<file path="config.mk">
export PLATFORM = sky130hd
export DESIGN_NAME = permutator_pipe
export DESIGN_NICKNAME = d
export VERILOG_FILES = /design/src/rtl/permutator_pipe.sv
export SDC_FILE = /design/constraint.sdc
export NUM_CORES = 1
export LEC_CHECK = 0
export BUFFER_PORTS_ARGS = -buffer_cell sky130_fd_sc_hd__buf_2
export CAP_MARGIN = 20
export CORE_UTILIZATION = 59
export CTS_BUF_LIST = sky130_fd_sc_hd__clkbuf_4 sky130_fd_sc_hd__clkbuf_8
export DETAILED_ROUTE_END_ITERATION = 10
export GPL_ROUTABILITY_DRIVEN = 0
export MAX_ROUTING_LAYER = met4
export PLACE_DENSITY = 0.84
export REMOVE_ABC_BUFFERS = 1
export SLEW_MARGIN = 10
export SYNTH_ARGS = -nofsm -noshare
export SYNTH_HDL_FRONTEND = slang
export SYNTH_SLANG_ARGS = --single-unit
</file>
<file path="constraint.sdc">
create_clock -name clk -period 1.7 [get_ports clk]
set_input_delay 0.34 -clock clk [delete_from_list [all_inputs] [get_ports clk]]
set_output_delay 0.34 -clock clk [all_outputs]
set_load 0.02 [all_outputs]
</file>
<file path="src/rtl/permutator_pipe.sv">
// Elastic lane permutator: one registered butterfly stage per cfg bit (LSB first),
// supporting XOR (butterfly) and rotate lane reordering with full backpressure.
module permutator_pipe #(
  parameter  int LANES = 8,
  parameter  int DW    = 16,
  localparam int L2    = $clog2(LANES)
) (
  input  logic                clk,
  input  logic                rst,
  input  logic [LANES*DW-1:0] t_dat,
  input  logic [L2-1:0]       t_cfg,
  input  logic                t_mode,
  input  logic                t_valid,
  output logic                t_ready,
  output logic [LANES*DW-1:0] i_dat,
  output logic [L2-1:0]       i_cfg,
  output logic                i_mode,
  output logic                i_valid,
  input  logic                i_ready,
  output logic [15:0]         beat_cnt
);

  logic [LANES*DW-1:0] dat_q [L2];
  logic [L2-1:0]       cfg_q [L2];
  logic [L2-1:0]       mode_q;
  logic [L2-1:0]       v_q;
  logic [L2:0]         rdy;

  // Ready ripples back from the consumer; a stage can load if empty or draining.
  always_comb begin
    rdy[L2] = i_ready;
    for (int s = L2 - 1; s >= 0; s--) begin
      rdy[s] = !v_q[s] || rdy[s+1];
    end
  end

  assign t_ready = rdy[0];

  for (genvar s = 0; s < L2; s++) begin : g_stage
    logic [LANES*DW-1:0] in_dat;
    logic [LANES*DW-1:0] perm;
    logic [LANES*DW-1:0] dat_r;
    logic [L2-1:0]       in_cfg;
    logic [L2-1:0]       cfg_r;
    logic                in_mode;
    logic                in_valid;
    logic                mode_r;
    logic                v_r;

    if (s == 0) begin : g_first
      assign in_dat   = t_dat;
      assign in_cfg   = t_cfg;
      assign in_mode  = t_mode;
      assign in_valid = t_valid;
    end else begin : g_next
      assign in_dat   = dat_q[s-1];
      assign in_cfg   = cfg_q[s-1];
      assign in_mode  = mode_q[s-1];
      assign in_valid = v_q[s-1];
    end

    // Stage s moves lanes by distance 2^s when cfg bit s is set.
    always_comb begin
      perm = in_dat;
      if (in_cfg[s]) begin
        for (int j = 0; j < LANES; j++) begin
          if (in_mode) begin
            perm[j*DW +: DW] = in_dat[((j + (1 << s)) % LANES)*DW +: DW];
          end else begin
            perm[j*DW +: DW] = in_dat[(j ^ (1 << s))*DW +: DW];
          end
        end
      end
    end

    // Payload only loads with a valid beat so bubbles leave the data untouched.
    always_ff @(posedge clk) begin
      if (rst) begin
        v_r    <= 1'b0;
        dat_r  <= '0;
        cfg_r  <= '0;
        mode_r <= 1'b0;
      end else if (rdy[s]) begin
        v_r <= in_valid;
        if (in_valid) begin
          dat_r  <= perm;
          cfg_r  <= in_cfg;
          mode_r <= in_mode;
        end
      end
    end

    assign dat_q[s]  = dat_r;
    assign cfg_q[s]  = cfg_r;
    assign mode_q[s] = mode_r;
    assign v_q[s]    = v_r;
  end

  assign i_dat   = dat_q[L2-1];
  assign i_cfg   = cfg_q[L2-1];
  assign i_mode  = mode_q[L2-1];
  assign i_valid = v_q[L2-1];

  always_ff @(posedge clk) begin
    if (rst) begin
      beat_cnt <= '0;
    end else if (i_valid && i_ready) begin
      beat_cnt <= beat_cnt + 16'd1;
    end
  end

endmodule

</file>
* Word level (Yosys, flattened, before mapping)
Index checks and enable logic that the tools add are counted.
Operators by class: mux-type cells 11, reduce and logical (&&, ||, !) cells 10, add/sub/neg operators 1
Operator list (number):
- 128-bit 2-to-1 mux | 3
- 16-bit 2-to-1 mux | 8
- 16-bit by 1-bit adder with 16-bit output, second input constant | 1
- 2-bit AND reduction | 3
- 1-bit logical NOT | 3
- 1-bit logical OR | 3
- 1-bit logical AND | 1
Word-level totals: register bits after elaboration 415, output and inout bits 150

* Longest topological paths before layout
depth after elaboration 5, depth in mapped cells 7, mapped depth without buffers 5

* Worst setup path after synthesis
No wires, ideal clock.
path type reg2reg, from register g_stage[2].v_r, in the netlist i_valid, to register g_stage[0].dat_r[94], slack -0.035 ns, data required time 1.568 ns, arrival time 1.603 ns, period minus slack after synthesis 1.735 ns, cell stages (with the launch flop) 8, cells stage by stage dfxtp_1 > nand4b_2 > and2_1 > buf_6 > buf_8 > buf_6 > o211ai_1 > a21oi_1
Between the ends: longest elaborated chain between the ends 5
Ends and longest elaborated chain:
- start: declaration | RTL line 48 | logic v_r;
- start signal: assignment | RTL line 84 | v_r <= in_valid;
- 1-bit logical NOT | RTL line 33 | rdy[s] = !v_q[s] || rdy[s+1];
- 1-bit logical OR (3 in a row) | RTL line 33
- named net t_ready | RTL line 14 | output logic t_ready,
- 2-bit AND reduction (no line)
- end signal: assignment | RTL line 86 | dat_r <= perm;
- end: declaration | RTL line 42 | logic [LANES*DW-1:0] dat_r;
The timed path passes the listed nets, and every way through them passes these cells. A chain may end at the register's enable or synchronous reset.

* Worst setup path in the final report
from register g_stage[0].v_r, to output port t_ready
Between the ends: longest elaborated chain between the ends 2
Ends and longest elaborated chain (RTL line):
- start: declaration | 48
- start signal: assignment | 84
- 1-bit logical NOT | 33
- 1-bit logical OR | 33
- end: declaration | 14
No other way between the ends.

==> results.toml <==
[run_status]
outcome = "complete, no violations"

[worst_hold_path]
min_to = "g_stage[0].v_r"
holdPathStages = 3
hold_path_class = "primary input to flip-flop"
hold_start = "t_valid"

[grt]
grt_overflow = 0
antenna_found_initial = 0
grt_start_max_net_pins = 89
grt_pass1_wl_um = 78300
grtUsageTotal_pct = 29.3
grt_pass1_vias = 16195

[drt]
wl_um = 48900
num_vias = 16927
viasPerCell = 5.87
antenna_left = 0
drt-initial-drc-count = 1059
drc = 0
first_pass_iters = 5
routedWlPerCell_um = 17.0

[synthesis]
async_flop_share_pct = 0
ys_ff_latch = 415
synthTopCellsByArea = "dfxtp_1 (43%), mux2i_1 (20%), a211oi_1 (9.0%)"
synth_flop_cell = "dfxtp_1"
ys_types = 36
yosys.area_share.simple_pct = 11.9
muxShareOfSynthArea_pct = 20.0
synth_cells = 2148
syn_avg_cell_area_um2 = 9.03
synth_adder_area_share_pct = 0.0645
synth_xor_area_share_pct = 0.452
netlist_area_um2 = 19400
yosys-top-cells-count = "dfxtp_1 (415), mux2i_1 (384), nand2_1 (287)"
yosysMostFrequentCell = "dfxtp_1"
synth.yosys.seq_area_share_pct = 42.8
synth_warnings = 0
synth_top_family_by_area = "multiplexers"
synth-edff-count = 0
post-synth-top-area-cell = "dfxtp_1"
synth-compound-area-share_pct = 19.4
synth_top_area_share_pct = 42.8

[finish]
fill_cells = 2334
seq_area_um2 = 8320
multiInputGateArea_um2 = 10100
nets = 2532
final_area_um2 = 23100
drive_above_1_share_pct = 22.1
syn2layout_area_growth_pct = 19.2
antennaDiodeCount = 0

[pwr]
max-vdd-ir-drop_mv = 0.621
cellLeakagePower_uw = 0.00876
power.total_uw = 22900
p_per_area_nw_per_um2 = 989

[clock_network]
cts_buffers = 68
clock_tree.root_cell = "clkbuf_8"
cts.reportedPaths.clkPinSlew_ps = 60
cts_tree = "yes"
clk_latency_ps = 580
cts_max_path_buffers = 3
cts-htree-levels = 3
numClockSinks = 415
post_cts_buffers = 0

[setup_path]
required_ps = 1360
endpoint_kind = "output pin"
cp_max_fo = 4
reg2reg_slack_ps = 120
critPathLaunch = "g_stage[0].v_r"
reg2reg_depth = 4
crit_arrival_ps = 1260
rr_startpoint = "beat_cnt[8]"
reg2reg_to = "beat_cnt[11]"
path_class = "flip-flop to output pin"
cp-start-kind = "flip-flop"

[sta]
finalHoldViolCount = 0
finalCriticalPeriod_ps = 1600
period_share_pct = 93.9
worst_slew_pin_slew_ps = 409
fmax_mhz = 627
slew_viol_final = 0
worst_slack_ps = 104
rsz0062_at_grt = "false"
fin_skew_ps = 37.0
slew_headroom_pct = 72.7
worst_hold_slack_ps = 46.9
setup_violations = 0

[floorplanning]
fp.coreArea_um2 = 32500
initial_utilization_pct = 59.8
fp.dieW_um = 183
die_h_um = 183
row_count = 66
io_pins = 286
die-area_um2 = 33600

[placement]
dpl_cell_area_um2 = 21700
port_buffers = 285
hpwl_um = 33700
place_ws_ps = -31.9

[flow_run]
maxCapViolations = 0
==> cell type report <==
class / instances / area share, %
repair buffers: 384 / 11.8
multi-input cells: 1522 / 43.6
clock buffers: 106 / 5.77
flip-flops and latches: 415 / 36.0
inverters: 4 / 0.0649
clock inverters: 11 / 0.411
well taps: 442 / 2.39
==> through the flow <==
stage               utilization (%)  cells   TNS, ps
floorplan                         -   1941  -1927860
global placement               66.8   2766         0
detailed placement             66.8   2766     -64.3
CTS                            71.2   2884         0
global route                   71.3   2884         0
finish                         71.3   2884         0
==> logic make-up (layout without fill, tap and decap cells) <==
group           after synthesis  after routing
compound gates              533            533
xor+xnor                     10             10
fa+ha+maj                     1              1
buf+inv                     211            505
flops                       415            415
mux                         387            387
simple gates                591            591
==> placed cells by master (no fill, tap or decap), types with 2 or more instances in the layout <==
master,synthesis,routed
a21oi_1,145,145
a211oi_2,23,23
xor2_1,2,2
buf_4,6,57
mux2_2,3,3
inv_6,0,4
clkbuf_4,0,20
nand3_1,6,6
buf_12,0,43
o211ai_1,128,128
dfxtp_1,415,410
mux2i_1,384,384
nor4_1,4,4
nor3_1,4,4
nor2_1,274,274
nor2b_1,5,4
clkbuf_8,0,86
dfxtp_4,0,3
clkinv_2,0,6
a211oi_1,233,233
dfxtp_2,0,2
inv_1,4,4
nand2_1,287,286
nor2b_4,1,2
buf_2,81,281
xnor2_1,8,8
nand4_1,3,3
==> how the worst max path moves through the flow <==
stage / endpoint / slack (ps) / depth (start not counted)
detailed placement: g_stage[0].dat_r[73] / -30 / 6
global placement: g_stage[0].dat_r[9] / 40 / 6
finish: t_ready / 100 / 2
floorplan: i_dat[0] / -8060 / 3
CTS: t_ready / 50 / 2
global route: t_ready / 40 / 2
==> registers in the layout (all words and copies together), names as in the netlist <==
signal / cells
i_dat: 128
i_valid: 1
i_mode: 1
g_stage.cfg_r: 6
g_stage.mode_r: 2
g_stage.dat_r: 256
i_cfg: 3
beat_cnt: 16
g_stage.v_r: 2
==> report_power, final <==
part / switching, uW / leakage (uW) / total (uW) / internal [uW]
Combinational: 1800 / 0.00458 / 3090 / 1290
Clock: 3920 / 0.000766 / 9070 / 5150
Sequential: 425 / 0.00341 / 10700 / 10300
Total: 6150 / 0.00876 / 22900 / 16700
==> worst max-delay path: stages (launching register included) <==
cell and delay [ps]:
dfxtp_2 390, nand4b_4 130, buf_4 190
==> layer usage <==
layer / part of all wire, % / global-route usage [%] / up-vias
li1: - / - / 8216
met3: 6.2 / 5.34 / 163
met1: 42 / 34.6 / 7957
met4: 4.1 / 14.2 / 0
met5: 0 / - / -
met2: 48 / 48.1 / 591
==> what timing repair did <==
item,4_1_cts,5_1_grt
setup endpoints to repair,1,1
endpoints found under the hold margin,1,0
hold buffers,1,0
gates cloned,0,0
gates resized for setup,1,4
Power figures use the tool's default switching activity.
